===== src/rtl/slide_timer.sv =====
// Per-slide countdown timer: decrements on divided-tick rising edges, flags warn/expiry.
// Optional auto-advance behaviour is built when SLIDE_TIMER_AUTO_ADVANCE_EN is defined.
module slide_timer #(
  parameter int WIDTH       = 8,
  parameter int WARN_THRESH = 10
) (
  input  logic             clk,
  input  logic             rst_n,
  input  logic             tick_in,
  input  logic             start,
  input  logic             pause,
  input  logic             clear,
  input  logic [WIDTH-1:0] load_val,
  output logic [WIDTH-1:0] remaining,
  output logic             running,
  output logic             warn,
  output logic             expired,
  output logic             slide_adv
);

  typedef enum logic [1:0] {
    ST_IDLE    = 2'd0,
    ST_RUN     = 2'd1,
    ST_PAUSED  = 2'd2,
    ST_EXPIRED = 2'd3
  } state_e;

  localparam logic [WIDTH-1:0] WARN_LIM = WIDTH'(WARN_THRESH);
  localparam logic [WIDTH-1:0] ONE      = WIDTH'(1);

  state_e           state_q, state_d;
  logic [WIDTH-1:0] remaining_q, remaining_d;
  logic             tick_q;
  logic             tick_rise;

`ifdef SLIDE_TIMER_AUTO_ADVANCE_EN
  logic adv_q, adv_d;
`endif

  // The divider output is already a clk-domain register, so a plain edge detect suffices.
  assign tick_rise = tick_in & ~tick_q;

  always_ff @(posedge clk or negedge rst_n) begin
    if (!rst_n) begin
      state_q     <= ST_IDLE;
      remaining_q <= '0;
      tick_q      <= 1'b0;
    end else begin
      state_q     <= state_d;
      remaining_q <= remaining_d;
      tick_q      <= tick_in;
    end
  end

`ifdef SLIDE_TIMER_AUTO_ADVANCE_EN
  always_ff @(posedge clk or negedge rst_n) begin
    if (!rst_n) adv_q <= 1'b0;
    else        adv_q <= adv_d;
  end
`endif

  always_comb begin
    state_d     = state_q;
    remaining_d = remaining_q;
`ifdef SLIDE_TIMER_AUTO_ADVANCE_EN
    adv_d       = 1'b0;
`endif
    if (clear) begin
      state_d     = ST_IDLE;
      remaining_d = '0;
    end else if (start) begin
      if (state_q == ST_PAUSED) begin
        state_d = ST_RUN;
      end else if (load_val == '0) begin
        state_d     = ST_EXPIRED;
        remaining_d = '0;
      end else begin
        state_d     = ST_RUN;
        remaining_d = load_val;
      end
    end else if (pause) begin
      if (state_q == ST_RUN) state_d = ST_PAUSED;
    end else if (tick_rise && state_q == ST_RUN) begin
      // <= 1 rather than == 1 so a count can never wrap below zero.
      if (remaining_q <= ONE) begin
`ifdef SLIDE_TIMER_AUTO_ADVANCE_EN
        if (load_val == '0) begin
          state_d     = ST_EXPIRED;
          remaining_d = '0;
        end else begin
          remaining_d = load_val;
          adv_d       = 1'b1;
        end
`else
        state_d     = ST_EXPIRED;
        remaining_d = '0;
`endif
      end else begin
        remaining_d = remaining_q - ONE;
      end
    end
  end

  assign remaining = remaining_q;
  assign running   = (state_q == ST_RUN);
  assign expired   = (state_q == ST_EXPIRED);
  assign warn      = ((state_q == ST_RUN) || (state_q == ST_PAUSED)) &&
                     (remaining_q != '0) && (remaining_q <= WARN_LIM);

`ifdef SLIDE_TIMER_AUTO_ADVANCE_EN
  assign slide_adv = adv_q;
`else
  assign slide_adv = 1'b0;
`endif

endmodule

===== config.mk =====
export PLATFORM = sky130hd
export DESIGN_NAME = slide_timer
export DESIGN_NICKNAME = d
export VERILOG_FILES = /design/src/rtl/slide_timer.sv
export SDC_FILE = /design/constraint.sdc
export NUM_CORES = 1
export LEC_CHECK = 0
export BUFFER_PORTS_ARGS = -buffer_cell sky130_fd_sc_hd__buf_2
export CAP_MARGIN = 10
export CORE_MARGIN = 2
export CORE_UTILIZATION = 30
export CTS_BUF_LIST = sky130_fd_sc_hd__clkbuf_8
export DETAILED_ROUTE_END_ITERATION = 10
export HOLD_SLACK_MARGIN = 0.05
export SYNTH_ARGS = -nofsm -noshare
export SYNTH_HDL_FRONTEND = slang
export SYNTH_SLANG_ARGS = --single-unit

===== constraint.sdc =====
create_clock -name clk -period 1.75 [get_ports clk]
set_input_delay 0.175 -clock clk [delete_from_list [all_inputs] [get_ports clk]]
set_output_delay 0.175 -clock clk [all_outputs]
set_load 0.005 [all_outputs]

==> flow_metrics.tcl <==
set metrics [dict create \
    syn_to_final_growth_pct 45.4 \
    min_path_type "input port to register" \
    dp_slack_ns -0.0359 \
    crit_end "warn" \
    ys_types 32 \
    syn_area_um2 835 \
    antenna_cells 0 \
    cts_tree "built" \
    power_frac_seq_pct 32.3 \
    endpoint_kind "primary output" \
    synth_edf_count 0 \
    crit_cells 3 \
    clk_pin_slew_ns 0.06 \
    p_sw_uw 312 \
    routabilityCongestion 0.915 \
    h-tree-depth 1 \
    synth_area_leaders "dfrtp_1, ha_1, o21ai_0" \
    drive_gt1_share_pct 39.9 \
    p_comb_share_pct 39.0 \
    drt_iter0_markers 28 \
    slowest_stage "or4_4" \
    cp_max_fo 3 \
    finClkSkew_ns 0.00257 \
    max_freq_ghz 0.556 \
    layout_setup_ws_ns -0.0493 \
    portBuffers 24 \
    dr_total_vias 918 \
    first_global_vias 821 \
    leakage_nw 0.586 \
    fp-row-count 19 \
    period_needed_ns 1.80 \
    r2r-start "remaining[7]$_DFFE_PN0P_" \
    cts.sinks 11 \
    yosys.area.top_type "dfrtp_1" \
    start_kind "register" \
    final_cells 169 \
    cp_top_family "simple AND/OR/NAND/NOR gates" \
    firstDrtPassIters 4 \
    crit_start "remaining[7]$_DFFE_PN0P_" \
    dieArea_mm2 0.00322 \
    cts_buffer_depth 2 \
    vias_per_cell 5.43 \
    status "complete, but fails checks" \
    syn_area_per_cell_um2 8.35 \
    p_per_area_mw_per_mm2 751 \
    synth_ff_type "dfrtp_1" \
    slew_violations 0 \
    crit_type "register to primary output" \
    nFillCells 275 \
    grt_usage_pct 15.2 \
    worstPathArrival_ns 1.62 \
    swShare_pct 34.3 \
    gr-total-overflow 0 \
    cp_data_required_time_ns 1.57 \
    synth_seq_cells 11 \
    clkPwrFrac_pct 28.8 \
    slowest_delay_ns 0.59 \
    clock_latency_ns 0.24 \
    violations "setup timing" \
    clock-root-buffer "clkbuf_8" \
    synth_top_area_share_pct 33.0 \
    antenna_left 0 \
    cts_buffers 3 \
    grt_antenna_before_repair 0 \
    start_util_pct 30.8 \
    synthesis.nets 120 \
    r2r_cells 6 \
    stdcell_area_mm2 0.00121 \
    reg2reg_to "remaining[2]$_DFFE_PN0P_" \
    cts_setup_buffers 0 \
    die_w_um 56.7 \
    fin_crit_sh_pct 103 \
    yosys_warnings 0 \
    reg2reg_setup_slack_ns 0.02 \
    drc 0 \
    routedWlPerCell_um 14.3 \
    ir_drop_mv 0.553 \
    grt_start_max_net_pins 21 \
    post_dp_cell_area_mm2 0.00107 \
    die_h_um 56.7 \
    path_cells "or4_4 > nor4b_4 > buf_2" \
    setup_viol 1 \
    pin_count 26 \
    ys_async_sr_fraction_pct 100 \
    final_util_pct 44.8 \
    core_mm2 0.00271 \
    drt-total-wl_um 2420 \
    yosysSeqAreaShare_pct 33.0 \
    yosysMostFrequentCell "nor2_1" \
    rsz0062_at_grt "true" \
    cap_violations 0 \
    synth_common_cells "nor2_1, dfrtp_1, o21ai_0, nand2_1" \
    grt_pass1_wl_um 3800 \
    p_int_uw 599 \
    dpl.hpwl_um 1740 \
    syn_inst 100 \
    placed_cells 163 \
    final_hold_viol_count 0 \
    cp_num_buf_inv 1 \
    finalSetupTns_ns -0.0493 \
    num-nets-final 159 \
]
==> metrics by stage <==
step                      power [mW]  hold WS (ns)
after floorplan                0.463        -0.121
after global placement         0.590        0.0653
after detailed placement       0.593        0.0688
after CTS                      0.879         0.260
after global routing           0.960         0.299
final                          0.911         0.255
==> power groups by stage <==
stage	clock network [mW]	registers, mW	logic (mW)
floorplan	0	0.300	0.164
global placement	0	0.295	0.294
detailed placement	0	0.296	0.298
CTS	0.267	0.292	0.320
global route	0.274	0.297	0.389
finish	0.262	0.294	0.355
==> placed cells by master (no fill, tap or decap), types with 3 or more instances in the layout <==
| cell | n |
|---|---|
| buf_2 | 24 |
| buf_4 | 13 |
| nor2_1 | 11 |
| dfrtp_1 | 11 |
| inv_1 | 7 |
| nand2_1 | 7 |
| o21ai_1 | 6 |
| ha_1 | 6 |
| a22oi_1 | 5 |
| o21ai_0 | 4 |
| nor3_1 | 4 |
| a31oi_1 | 4 |
| clkbuf_8 | 3 |
==> cell families after synthesis <==
kind of cell	Yosys count	synth area share [%]
DFF	11	33.0
other	1	0.449
and+or+nand+nor	37	25.6
buffers and inverters	12	6.00
adders and majority gates	6	9.00
AOI/OAI and AO/OA	33	25.9
==> tightest hold or removal path, cell delays in order <==
cell	delay (ns)
buf_2	0.08
nand2_1	0.06
o21ai_1	0.07
a21oi_1	0.07
==> metal layers <==
metal	routed length, um	global-route usage (%)	share of wire [%]	vias to the layer above
met5	0	0	0	-
met4	22	2.66	0.91	0
met3	163	5.07	6.7	4
met2	1080	22.9	45	38
met1	1150	21.5	48	426
li1	-	-	-	450
==> worst min path at each step <==
stage / start / endpoint / slack, ns / depth (start not counted)
2_1_floorplan: rst_n / remaining[0]$_DFFE_PN0P_ / -0.12 / 0
4_1_cts: pause / state_q[0]$_DFFE_PN0P_ / 0.26 / 4
3_5_place_dp: rst_n / remaining[6]$_DFFE_PN0P_ / 0.07 / 1
3_3_place_gp: rst_n / remaining[6]$_DFFE_PN0P_ / 0.07 / 1
5_1_grt: pause / state_q[0]$_DFFE_PN0P_ / 0.30 / 4
6_report: pause / state_q[0]$_DFFE_PN0P_ / 0.26 / 4
==> state kept, by name, summed over array words and instances, names as in the netlist <==
register	count
remaining	8
state_q	2
tick_q	1
==> area by class of cell <==
type                            count  area [um2]  share of cell area [%]
Clock buffer                        3        41.3                    3.40
Clock inverter                      1        3.75                   0.309
Inverter                            6        22.5                    1.86
Multi-Input combinational cell     77         583                    48.0
Sequential cell                    11         275                    22.7
Tap cell                           31        38.8                    3.20
Timing Repair Buffer               40         249                    20.5
==> repair_timing <==
item                                    in CTS  in global routing
endpoints found under the hold margin       12                  0
endpoints found under the setup margin       4                 11
gates resized for setup                      5                 18
hold buffers                                 2                  0
pin swaps                                    0                  8
(Power assumes the default switching activity.)
